--- src/rtl/clk_div_prog.sv ---
// Runtime-programmable integer clock divider with glitch-free divisor reload.
// Optional period counter output enabled by defining CLK_DIV_PERIOD_CNT_EN.
module clk_div_prog #(
  parameter int unsigned W       = 8,
  parameter int unsigned RST_DIV = 3
) (
  input  logic         clk,
  input  logic         rst,
  input  logic         en,
  input  logic [W-1:0] div_val,
  input  logic         div_load,
  output logic         load_ack,
  output logic         tick,
  output logic         clk_out,
  output logic [W-1:0] cur_div
`ifdef CLK_DIV_PERIOD_CNT_EN
  ,
  output logic [15:0]  period_cnt
`endif
);

  logic [W-1:0] cnt_q, cnt_d;
  logic [W-1:0] cur_n_q, cur_n_d;
  logic [W-1:0] pend_n_q, pend_n_d;
  logic         pend_v_q, pend_v_d;
  logic         tick_q, tick_d;
  logic         clk_out_q, clk_out_d;
  logic         load_ack_q, load_ack_d;

  logic         at_wrap;
  logic         apply;

  // cur_n-1 is only meaningful for cur_n>=2; the guard keeps N=0 from wrapping to all-ones.
  assign at_wrap = (cur_n_q >= W'(2)) && (cnt_q == cur_n_q - W'(1));
  assign apply   = pend_v_q && (!en || (cur_n_q <= W'(1)) || at_wrap);

  // NOTE: every variable gets a default before any branch so no path leaves it unassigned, which would infer a latch.
  always_comb begin
    cnt_d      = cnt_q;
    cur_n_d    = cur_n_q;
    pend_n_d   = pend_n_q;
    pend_v_d   = pend_v_q;
    tick_d     = 1'b0;
    clk_out_d  = clk_out_q;
    load_ack_d = 1'b0;

    if (cur_n_q == '0) begin
      cnt_d     = '0;
      clk_out_d = 1'b0;
    end else if (cur_n_q == W'(1)) begin
      cnt_d  = '0;
      tick_d = en;
      if (en) clk_out_d = 1'b1;
    end else if (en) begin
      tick_d    = (cnt_q == '0);
      clk_out_d = (cnt_q < (cur_n_q >> 1));
      cnt_d     = at_wrap ? '0 : cnt_q + W'(1);
    end

    // A load arriving on the apply cycle supersedes the pending value.
    if (apply) begin
      cur_n_d    = div_load ? div_val : pend_n_q;
      cnt_d      = '0;
      pend_v_d   = 1'b0;
      load_ack_d = 1'b1;
    end else if (div_load) begin
      pend_n_d = div_val;
      pend_v_d = 1'b1;
    end
  end

  // NOTE: sequential state uses non-blocking assignments so all flops update from pre-edge values.
  always_ff @(posedge clk) begin
    if (rst) begin
      cnt_q      <= '0;
      cur_n_q    <= W'(RST_DIV);
      pend_n_q   <= '0;
      pend_v_q   <= 1'b0;
      tick_q     <= 1'b0;
      clk_out_q  <= 1'b0;
      load_ack_q <= 1'b0;
    end else begin
      cnt_q      <= cnt_d;
      cur_n_q    <= cur_n_d;
      pend_n_q   <= pend_n_d;
      pend_v_q   <= pend_v_d;
      tick_q     <= tick_d;
      clk_out_q  <= clk_out_d;
      load_ack_q <= load_ack_d;
    end
  end

  assign load_ack = load_ack_q;
  assign tick     = tick_q;
  assign clk_out  = clk_out_q;
  assign cur_div  = cur_n_q;

`ifdef CLK_DIV_PERIOD_CNT_EN
  logic [15:0] period_cnt_q, period_cnt_d;

  // Clearing on the apply edge makes period_cnt read 0 in the same cycle load_ack is high.
  always_comb begin
    period_cnt_d = period_cnt_q;
    if (load_ack_d)  period_cnt_d = '0;
    else if (tick_d) period_cnt_d = period_cnt_q + 16'd1;
  end

  always_ff @(posedge clk) begin
    if (rst) period_cnt_q <= '0;
    else     period_cnt_q <= period_cnt_d;
  end

  assign period_cnt = period_cnt_q;
`endif

endmodule

--- config.mk ---
export PLATFORM = sky130hd
export DESIGN_NAME = clk_div_prog
export DESIGN_NICKNAME = d
export VERILOG_FILES = /design/src/rtl/clk_div_prog.sv
export SDC_FILE = /design/constraint.sdc
export NUM_CORES = 1
export LEC_CHECK = 0
export CORE_MARGIN = 2
export CORE_UTILIZATION = 30
export CTS_BUF_LIST = sky130_fd_sc_hd__clkbuf_4
export CTS_CLUSTER_DIAMETER = 60
export DETAILED_ROUTE_END_ITERATION = 10
export GPL_TIMING_DRIVEN = 1
export PLACE_DENSITY_LB_ADDON = 0.1
export SETUP_SLACK_MARGIN = 0.02
export SLEW_MARGIN = 0
export SYNTH_ARGS = -nofsm -noshare
export SYNTH_HDL_FRONTEND = slang
export SYNTH_SLANG_ARGS = --single-unit
export TNS_END_PERCENT = 100
--- constraint.sdc ---
create_clock -name clk -period 4.02 [get_ports clk]
set_input_delay 0.603 -clock clk [delete_from_list [all_inputs] [get_ports clk]]
set_output_delay 0.603 -clock clk [all_outputs]
set_load 0.005 [all_outputs]
[Yosys cells after proc, flatten, opt, wreduce, memory -nomap -nowiden]
Index checks and enable logic that the tools add are counted.
Cells by class
  $add $sub $neg: 2
  multiply operators: 0
  divide/modulo/power cells: 0
  order comparisons: 3
  equal/unequal tests: 2
  shift operators: 0
  mux-type cells: 8
  bitwise gates (word level): 0
  reduce and logical (&&, ||, !) cells: 10
Operators by type and width (count)
  zero test 8 bit: 2
  two-way mux 8 bit: 2
  adder 8 x 1 -> 8 bit (second input constant): 1
  == test 8 x 1 -> 1 bit (second input constant): 1
  == test 8 bit: 1
  >= comparator 8 x 2 -> 1 bit (second input constant): 1
  <= comparator 8 x 1 -> 1 bit (second input constant): 1
  less-than comparator 8 x 7 -> 1 bit: 1
  subtractor 8 x 1 -> 8 bit (second input constant): 1
  two-way mux 1 bit: 6
  OR reduction 2 bit: 2
  OR reduction 4 bit: 1
  logical AND 1 bit: 2
  logical OR 1 bit: 2
  zero test 1 bit: 1
Storage, ports and cells
  register bits after elaboration: 28
  bits in latches: 0
  memory bits (writable): 0
  ROM bits: 0
  input bits: 12
  output and inout bits: 11
  word-level logic and storage cells: 32
  memories kept: 0

[Logic depth before layout (Yosys ltp)]
Gate-level depths: netlist (run 1).
  word-level depth: 6
  gate-level depth with buffers: 12
  depth with buffers taken out: 9

[Worst setup path before layout (run 1)]
OpenSTA, ideal clock, no wires.
  path type: flip-flop to flip-flop
  start: register cur_n_q[0], in the netlist cur_div[0]
  end: register pend_n_q[0]
  library setup time: 0.128 ns
  arrival: 2.353 ns
  required time: 3.892 ns
  setup slack: 1.539 ns
  cell stages (with the launch flop): 12
  period minus slack after synthesis: 2.481 ns
  path through: dfxtp_1 -> buf_6 -> inv_1 -> ha_1 -> clkbuf_2 -> or3_1 -> o2111ai_1 -> a32o_2 -> nand4_4 -> a41oi_4 -> mux2i_1 -> nor2_1
Between the ends
  word-level cells in the longest chain between the ends: 5
  elaborated cells on any way between the ends: 8
  classes of those cells: 1 x add/sub; 2 x order compare; 1 x eq/ne; 4 x reduce/logical
RTL lines
  start, declared: RTL line 23  | logic [W-1:0] cur_n_q, cur_n_d;
  start signal, assigned: RTL line 76  | cur_n_q <= W'(RST_DIV);
  start signal, assigned: RTL line 84  | cur_n_q <= cur_n_d;
  subtractor 8 x 1 -> 8 bit: RTL line 34  | assign at_wrap = (cur_n_q >= W'(2)) && (cnt_q == cur_n_q - W'(1));
  == test 8 bit: RTL line 34
  logical AND 1 bit: RTL line 34
  logical OR 1 bit (*): RTL line 35  | assign apply = pend_v_q && (!en || (cur_n_q <= W'(1)) || at_wrap);
  logical AND 1 bit (*): RTL line 35
  end signal, assigned: RTL line 85  | pend_n_q <= pend_n_d;
  end, declared: RTL line 24  | logic [W-1:0] pend_n_q, pend_n_d;
Mark *: on every way between the ends. The rest lies on a longest branch, timed or not.
A chain may end at the register's enable or synchronous reset.

[Final worst setup path (run 1)]
  start: register cur_n_q[0], in the netlist cur_div[0]
  end: register pend_n_q[7]
Same word-level chain as after synthesis.

==> run metrics, run 1 <==
synthesized area per cell 9.087 um2; worst-case clock skew 0.009117 ns; setup repair bufs after CTS 0; EDFF count, synth 0; fin. max-slew vios 0; outcome completed; CP bufs+invs 1; DP Wirelength 2955 um; CTS tree built; ys async rst share 0%; share of cells above drive strength 1 7.583%; DR vias 1387; multi-input logic area 1104 um2; Hold Crit Class flip-flop to flip-flop; syn_nets 221; total gr overflow 0; n_diodes 0; Final Hold Fails 0; most common library cells after synthesis dfxtp_1, nor2_1, mux2i_1; crit path DAT 3.04 ns; DR vias/cell 4.850; clk sinks 28; cts bufs inserted 3; worst-margin pin slew 0.8328 ns; Critical Path Max Stage Delay 0.59 ns; initial core utilization 30.75%; share of the synthesized area in the top cell type 31.15%; Slew HR 44.31%; top-count cell post-synth dfxtp_1; synth warn 0; core area 5851 um2; # fillers 611; IO buf count 22; Slowest cell on crit path dfxtp_1; maximum clock frequency 352.3 MHz; critical path endpoint category flip-flop; Netlist Area Pre-Place 1799 um2; post-route cell area 2053 um2; DRT Pass-1 Iters 5; CTS root buf clkbuf_4; first-pass GRT wire length 6741 um; DP Cell Count 282; Skew-Pair Late Insertion Delay 0.32 ns; post-cts sizing count 0; Seq. cell area 560.5 um2; leakage 0.7844 nW; Max Cap Viol 0; Synth Register Bits 28; crit-path cells inv_1 -> ha_1 -> or3_1 -> o2111ai_1 -> a32o_2 -> nand4_4 -> a41oi_4 -> mux2i_1 -> nor2_1; CP Data Required Time 4.22 ns; Final Setup Violations 0; Netlist cell types 47; area grow syn2layout 14.12%; DR WL/cell 13.87 um; post-route setup TNS 0 ns; # hold bufs at CTS 0; ys flop type dfxtp_1; fin cells 286; cell taking the most area after synthesis dfxtp_1; Die Width 81.45 um; Final GP Congestion 0.8037; initial antenna violation count 0; period utilization 70.61%; # IOs 23; Total Routing Usage GR 13.11%; die area 6633 um2; area of placed instances 2027 um2; power per cell area 300.8 nW/um2; crit path launch type flip-flop; row count 28; Die H 81.45 um; clock-pin transition on the worst setup and hold timing paths 0.15 ns; DR iter-0 viols 82; final wirelength 3967 um; CTS Buffer Depth 2; DRC Markers 0; top post-synthesis cells by area dfxtp_1, mux2i_1, ha_1, nor2_1, xnor2_1; critical path class flip-flop to flip-flop; register area share after synthesis 31.15%; largest net degree at the start of global routing 23; H-tree depth 1; Peak VDD IR 102.8 uV; unrepaired setup endpoints after global routing no; Syn Inst Count 198; CP Max Fanout 10; ANT nets after route 0; total power 0.0006175 W; vias in the first global route 1316; crit path time final 2.838 ns; Nets 235; Top delay family on crit path compound AO/OA/AOI/OAI gates
==> through the flow <==
stage	utilization, %	hold slack, ns	worst slack (ns)
4_1_cts	35.09	0.5163	1.149
3_3_place_gp	34.64	0.4701	1.253
6_report	35.09	0.5126	1.182
5_1_grt	35.09	0.5416	0.9142
2_1_floorplan	-	0.4553	1.539
3_5_place_dp	34.64	0.4803	1.168
==> cell families (layout without fill, tap and decap cells) <==
kind of cell | Yosys count | count (layout) | synth area share (%)
buffers and inverters | 26 | 39 | 7.510
XOR/XNOR | 13 | 13 | 6.328
AO/OA/AOI/OAI | 43 | 43 | 20.24
AND/OR/NAND/NOR | 63 | 63 | 19.33
flip-flops | 28 | 28 | 31.15
adder cells (fa/ha/maj) | 11 | 11 | 7.649
multiplexers | 14 | 14 | 7.788
==> layout make-up <==
| class | instances | area share [%] |
|---|---|---|
| Sequential cell | 28 | 27.30 |
| Clock buffer | 3 | 1.097 |
| Inverter | 13 | 2.377 |
| Clock inverter | 1 | 0.1828 |
| Multi-Input combinational cell | 144 | 53.75 |
| Tap cell | 75 | 4.570 |
| Timing Repair Buffer | 22 | 10.73 |
==> routing by layer <==
layer / global-route usage [%] / wire, um / vias to the layer above / share of wire, %
met2: 19.75 / 1745 / 18 / 44
met4: 3.051 / 28 / 0 / 0.71
li1: - / - / 730 / -
met3: 2.198 / 112 / 2 / 2.8
met5: 0 / 0 / - / 0
met1: 19.39 / 2081 / 637 / 52
==> worst paths after layout <==
| check | startpoint | to | slack [ns] | cells after the start |
|---|---|---|---|---|
| max reg2reg | cur_div[0]$_SDFFE_PP1P_ | pend_n_q[7]$_SDFFE_PP0N_ | 1.18 | 9 |
| min reg2reg | pend_n_q[1]$_SDFFE_PP0N_ | pend_n_q[1]$_SDFFE_PP0N_ | 0.51 | 2 |
| min | pend_n_q[1]$_SDFFE_PP0N_ | pend_n_q[1]$_SDFFE_PP0N_ | 0.51 | 2 |
| max | cur_div[0]$_SDFFE_PP1P_ | pend_n_q[7]$_SDFFE_PP0N_ | 1.18 | 9 |
==> sequential cells by signal, summed over array words and instances (netlist names) <==
register / count
pend_n_q: 8
pend_v_q: 1
tick: 1
clk_out: 1
cnt_q: 8
load_ack: 1
cur_div: 8
==> placed cells by master, fill, tap and decap left out, types with 7 or more instances in the layout <==
cell type        synthesis  layout
nor2_1                  25      25
nand2_1                  9       9
clkdlybuf4s50_1          0      22
dfxtp_1                 28      28
a211oi_1                 8       8
a21oi_1                  7       7
inv_1                   13      13
mux2i_1                 14      14
ha_1                    11      11
xnor2_1                  7       7
==> report_power, final <==
group | total [W] | switching (W) | leakage [nW] | internal (W)
clock | 0.000118 | 0.0000819 | 0.0154 | 0.0000364
combinational | 0.000175 | 0.0000857 | 0.540 | 0.0000895
sequential | 0.000324 | 0.0000276 | 0.229 | 0.000296
==> worst reg2reg max path, cell delays in order, from the launching register on <==
cell and delay [ns]:
dfxtp_1 0.59, inv_1 0.12, ha_1 0.33, or3_1 0.34, o2111ai_1 0.10, a32o_2 0.22, nand4_4 0.20, a41oi_4 0.52
mux2i_1 0.24, nor2_1 0.05
Power figures use the tool's default switching activity.
==> run 2, diff against run 1 <==
==> constraint.sdc (replaced) <==
create_clock -name clk -period 2.34 [get_ports clk]
set_input_delay 0.351 -clock clk [delete_from_list [all_inputs] [get_ports clk]]
set_output_delay 0.351 -clock clk [all_outputs]
set_load 0.005 [all_outputs]
==> run 2 against run 1 <==
Register-to-register slack got worse by 1.0 ns. Count of clock-buffer cells in the layout did not move. Critical path depth fell by 1. Via count rose by 6.1%. First-iteration DRC count fell by 1.2%. Critical path type unchanged. Critical endpoint is now clk_out$_SDFFE_PP0P_. Largest cell class unchanged. Highest routed layer unchanged.
==> run metrics, run 2 (synthesis gave the netlist of run 1 again) <==
worst-margin pin slew 0.5370 ns (-0.2958 ns); DRT Pass-1 Iters 4 (-1); # fillers 612 (+0.16%); Layout Utilization 37.28% (+2.2 points); DR vias 1472 (+6.1%); H-tree depth 1 (unchanged); initial core utilization 30.75% (unchanged); crit-path cells inv_1 -> ha_1 -> a21o_1 -> a21o_1 -> a21o_1 -> a21o_1 -> a21o_1 -> a41oi_1; Total Routing Usage GR 13.19% (+0.075 points); most common cell after layout, fill and taps aside dfxtp_1; Slew HR 63.96% (+20 points); # IOs 23 (unchanged); Critical Path Max Stage Delay 0.63 ns (+0.04 ns); maximum clock frequency 457.4 MHz (+30%); Skew-Pair Late Insertion Delay 0.32 ns (about the same); CTS root buf clkbuf_4; power per cell area 502.8 nW/um2 (+67%); CP Data Required Time 2.59 ns (-1.63 ns); crit path DAT 2.43 ns (-0.61 ns); row count 28 (unchanged); Final GP Congestion 0.7601 (-5.4%); final wirelength 4119 um (+3.8%); share of cells above drive strength 1 14.41% (+6.8 points); total gr overflow 0 (unchanged); Max Cap Viol 0 (unchanged); DR vias/cell 4.956 (+2.2%); Hold Crit Class flip-flop to flip-flop; DR iter-0 viols 81 (-1.2%); core area 5851 um2 (unchanged); leakage 0.8433 nW (+7.5%); Peak VDD IR 179.8 uV (+75%); vias in the first global route 1414 (+7.4%); worst-case clock skew 0.003929 ns (-0.005188 ns); critical path endpoint category flip-flop; Slowest cell on crit path dfxtp_1; fin. max-slew vios 0 (unchanged); critical path class flip-flop to flip-flop; DR WL/cell 13.87 um (about the same); CP Max Fanout 9 (-1); final setup margin 0.1535 ns (-1.028 ns); DRC Markers 0 (unchanged); Top delay family on crit path compound AO/OA/AOI/OAI gates; die area 6633 um2 (unchanged); setup slack at placement 0.1111 ns (-1.057 ns); CTS Buffer Depth 2 (unchanged); unrepaired setup endpoints after global routing no; largest net degree at the start of global routing 20 (-13%); Nets 246 (+4.7%); clk sinks 28 (unchanged); clock-pin transition on the worst setup and hold timing paths 0.15 ns (about the same); Die Width 81.45 um (unchanged); n_diodes 0 (unchanged); Most common cell on crit path a21o_1; DP Wirelength 3240 um (+9.6%); Die H 81.45 um (unchanged); ANT nets after route 0 (unchanged); CTS tree built; Final Setup Violations 0 (unchanged); cts bufs inserted 3 (unchanged); crit path launch type flip-flop; post-route setup TNS 0 ns (unchanged); IO buf count 22 (unchanged); CP bufs+invs 1 (unchanged); area grow syn2layout 21.21%; crit path time final 2.186 ns (-0.6519 ns); # hold bufs at CTS 0 (unchanged); final hold slack 0.5151 ns (+0.002439 ns); Final Hold Fails 0 (unchanged); initial antenna violation count 0 (unchanged); commonest cells after routing, fill and taps aside dfxtp_1, nor2_1, clkdlybuf4s50_1, mux2i_1, inv_1; period utilization 93.44% (+23 points); first-pass GRT wire length 6817 um (+1.1%); outcome completed
[run 2: layout make-up]
class | instances | area, um2 | share of cell area, %
multi-input cells | 144 | 1121 | 51.41
flip-flops and latches | 28 | 563.0 | 25.82
repair buffers | 33 | 327.8 | 15.03
well taps | 75 | 93.84 | 4.303
inverters | 13 | 48.80 | 2.238
clock buffers | 3 | 22.52 | 1.033
clock inverters | 1 | 3.754 | 0.1721
[run 2: per-layer routing]
metal / global-route usage [%] / share of wire, % / vias to the layer above
met2: 22.54 / 48 / 10
met3: 1.648 / 2.3 / 2
met4: 3.559 / 0.63 / 0
li1: - / - / 752
met5: 0 / 0 / -
met1: 17.46 / 49 / 708
[run 2: repair_timing]
| action | in CTS | in global routing |
|---|---|---|
| buffers inserted | 0 | 1 |
| gates resized for setup | 0 | 2 |
| setup endpoints to repair | 0 | 16 |
[run 2: tightest hold or removal path, delay by kind of cell (launching register included)]
kind | cells | cell delay, ns
flip-flops | 1 | 0.35
multiplexers | 1 | 0.07
AND/OR/NAND/NOR | 1 | 0.07
[run 2: final timing paths]
check                            from                       end  slack (ns)  cells past startpoint
max           cur_div[2]$_SDFFE_PP0P_      clk_out$_SDFFE_PP0P_        0.15                      8
min          pend_n_q[3]$_SDFFE_PP0N_  pend_n_q[3]$_SDFFE_PP0N_        0.52                      2
max reg2reg   cur_div[2]$_SDFFE_PP0P_      clk_out$_SDFFE_PP0P_        0.15                      8
min reg2reg  pend_n_q[3]$_SDFFE_PP0N_  pend_n_q[3]$_SDFFE_PP0N_        0.52                      2
[run 2: power breakdown]
part	internal, W	switching, W	total, W
combinational	0.000182	0.000165	0.000347
sequential	0.000510	0.0000392	0.000549
clock	0.0000625	0.000138	0.000201
total	0.000754	0.000343	0.00110
[run 2: per-stage QoR]
step | area [um2] | std cells | total power (W)
2_1_floorplan | 1817 | 198 | 0.0007831
3_3_place_gp | 2120 | 292 | 0.0008896
3_5_place_dp | 2120 | 292 | 0.0008944
4_1_cts | 2146 | 296 | 0.001104
5_1_grt | 2181 | 297 | 0.001172
6_report | 2181 | 297 | 0.001096
==> run 3, diff against run 2 <==
--- a/config.mk
+++ b/config.mk
@@ -6,12 +6,12 @@
 export NUM_CORES = 1
 export LEC_CHECK = 0
 export CORE_MARGIN = 2
-export CORE_UTILIZATION = 30
+export CORE_UTILIZATION = 50
 export CTS_BUF_LIST = sky130_fd_sc_hd__clkbuf_4
 export CTS_CLUSTER_DIAMETER = 60
 export DETAILED_ROUTE_END_ITERATION = 10
 export GPL_TIMING_DRIVEN = 1
-export PLACE_DENSITY_LB_ADDON = 0.1
+export PLACE_DENSITY = 0.76
 export SETUP_SLACK_MARGIN = 0.02
 export SLEW_MARGIN = 0
 export SYNTH_ARGS = -nofsm -noshare
==> run 3 against run 2 <==
Sequential power about the same. Highest routed layer unchanged. Routed wire length shrank 3.3%. Critical path depth increased by 2. Global-route usage rose by 7.8 points. Setup slack gained 0.017 ns. Combinational power rose by 2%. Utilization increased by 27 points. Flip-flop and latch count is the same. First-iteration DRC count down 16%.
==> run metrics, run 3 (synthesis gave the netlist of run 1 again) <==
CP Data Required Time 2.57 ns (-0.02 ns); total gr overflow 0 (unchanged); die area 4094 um2 (-38%); Reg-to-Reg End cur_div[5]$_SDFFE_PP0P_; fin. max-slew vios 0 (unchanged); worst-case clock skew 0.005424 ns (+0.001495 ns); core area 3390 um2 (-42%); IO buf count 22 (unchanged); Final Hold Fails 0 (unchanged); area grow syn2layout 20.31%; row count 21 (-25%); Peak VDD IR 297.2 uV (+65%); DRT Pass-1 Iters 4 (unchanged); critical path class flip-flop to flip-flop; Worst Hold Endpoint pend_n_q[1]$_SDFFE_PP0N_; CTS root buf clkbuf_4; Final Setup Violations 0 (unchanged); vias in the first global route 1486 (+5.1%); Final GP Congestion 0.8650 (+14%); DP Cell Count 263 (-9.9%); crit path DAT 2.40 ns (-0.03 ns); ANT nets after route 0 (unchanged); initial antenna violation count 0 (unchanged); crit path launch type flip-flop; unrepaired setup endpoints after global routing no; Total Routing Usage GR 21.01% (+7.8 points); initial core utilization 53.08% (+22 points); worst hold stages 2 (unchanged); n_diodes 0 (unchanged); # IOs 23 (unchanged); CTS tree built; Hold Crit Class flip-flop to flip-flop; Skew-Pair Late Insertion Delay 0.32 ns (about the same); reg-to-reg startpoint cur_div[1]$_SDFFE_PP1P_; critical path endpoint category flip-flop; DR WL/cell 14.75 um (+6.4%); largest net degree at the start of global routing 21 (+5.0%); Die Width 63.99 um (-21%); DRC Markers 0 (unchanged); Worst R2R Path Depth 10 (+2); met2 routed WL 1805 um (-8.5%); metal3 WL 228 um (+150%); DR vias 1556 (+5.7%); clock-pin transition on the worst setup and hold timing paths 0.13 ns (-0.02 ns); share of cells above drive strength 1 16.52% (+2.1 points); crit path time final 2.169 ns (-0.01741 ns); DP Wirelength 3060 um (-5.5%); maximum clock frequency 461.0 MHz (+0.80%); power per cell area 505.2 nW/um2 (+0.48%); first-pass GRT wire length 6837 um (+0.29%); period utilization 92.69% (-0.74 points); Slew HR 62.21% (-1.8 points); post-route setup TNS 0 ns (unchanged); commonest cells after routing, fill and taps aside nor2_1, dfxtp_1, clkdlybuf4s50_1, mux2i_1; reg-to-reg setup timing slack 0.17 ns (+0.02 ns); Worst Hold Launch pend_n_q[1]$_SDFFE_PP0N_; M1 wire length 1863 um (-8.0%); Layout Utilization 63.86% (+27 points); DR iter-0 viols 68 (-16%); fin cells 270 (-9.1%); Top Metal Used met4; CP Max Fanout 11 (+2); Nets 249 (+1.2%); outcome completed; CTS Buffer Depth 2 (unchanged); clk sinks 28 (unchanged); H-tree depth 1 (unchanged); worst-margin pin slew 0.5631 ns (+0.02614 ns); DR vias/cell 5.763 (+16%); final wirelength 3983 um (-3.3%); Die H 63.99 um (-21%); most common cell after layout, fill and taps aside nor2_1; Max Cap Viol 0 (unchanged); leakage 0.8524 nW (+1.1%); cts bufs inserted 3 (unchanged)
[run 3: worst max path at each step]
stage / slack [ns] / start / endpoint
final: 0.17 / cur_div[1]$_SDFFE_PP1P_ / cur_div[5]$_SDFFE_PP0P_
after global routing: 0.007 / cur_div[1]$_SDFFE_PP1P_ / cur_div[6]$_SDFFE_PP0P_
after CTS: 0.1 / cur_div[1]$_SDFFE_PP1P_ / cur_div[6]$_SDFFE_PP0P_
after detailed placement: 0.14 / cur_div[1]$_SDFFE_PP1P_ / cur_div[6]$_SDFFE_PP0P_
after global placement: 0.18 / cur_div[2]$_SDFFE_PP0P_ / pend_n_q[3]$_SDFFE_PP0N_
after floorplan: 0.02 / cur_div[1]$_SDFFE_PP1P_ / pend_n_q[0]$_SDFFE_PP0N_
[run 3: what timing repair did]
action	4_1_cts	5_1_grt
hold endpoints to repair	0	0
buffers inserted	0	4
setup endpoints to repair	0	17
resized for setup	0	6
hold buffers	0	0
[run 3: metrics by stage]
step                       power, W  cell area, um2  setup WS, ns  hold WS [ns]
after floorplan           0.0007831            1817       0.02355        0.4553
after global placement    0.0008743            2071        0.1841        0.4662
after detailed placement  0.0008882            2071        0.1432        0.4847
after CTS                  0.001078            2093       0.09942        0.5169
after global routing       0.001160            2165      0.006656        0.5548
final                      0.001094            2165        0.1709        0.5171
[run 3: routing by layer]
metal	GRT usage, %	up-vias
li1	-	761
met1	28.70	731
met2	32.81	54
met3	2.641	10
met4	9.783	0
met5	0	-
[run 3: area by class of cell]
class,instances,area [um2]
Sequential cell,28,565.5
Timing Repair Buffer,36,341.6
Inverter,13,48.80
Fill cell,275,1225
Tap cell,46,57.56
Clock buffer,3,22.52
Multi-Input combinational cell,144,1129
[run 3: power breakdown]
| part | internal, W | switching, W | total [W] |
|---|---|---|---|
| combinational | 0.000184 | 0.000171 | 0.000355 |
| sequential | 0.000510 | 0.0000397 | 0.000550 |
| clock | 0.0000602 | 0.000129 | 0.000189 |
[run 3: critical path, stage by stage, from the launching register on]
cell	delay, ns
dfxtp_2	0.35
inv_1	0.07
ha_4	0.27
xor2_1	0.15
o211ai_1	0.11
a211oi_2	0.26
nand4_4	0.19
a31oi_4	0.24
buf_6	0.17
nor2_1	0.06
a211oi_1	0.24
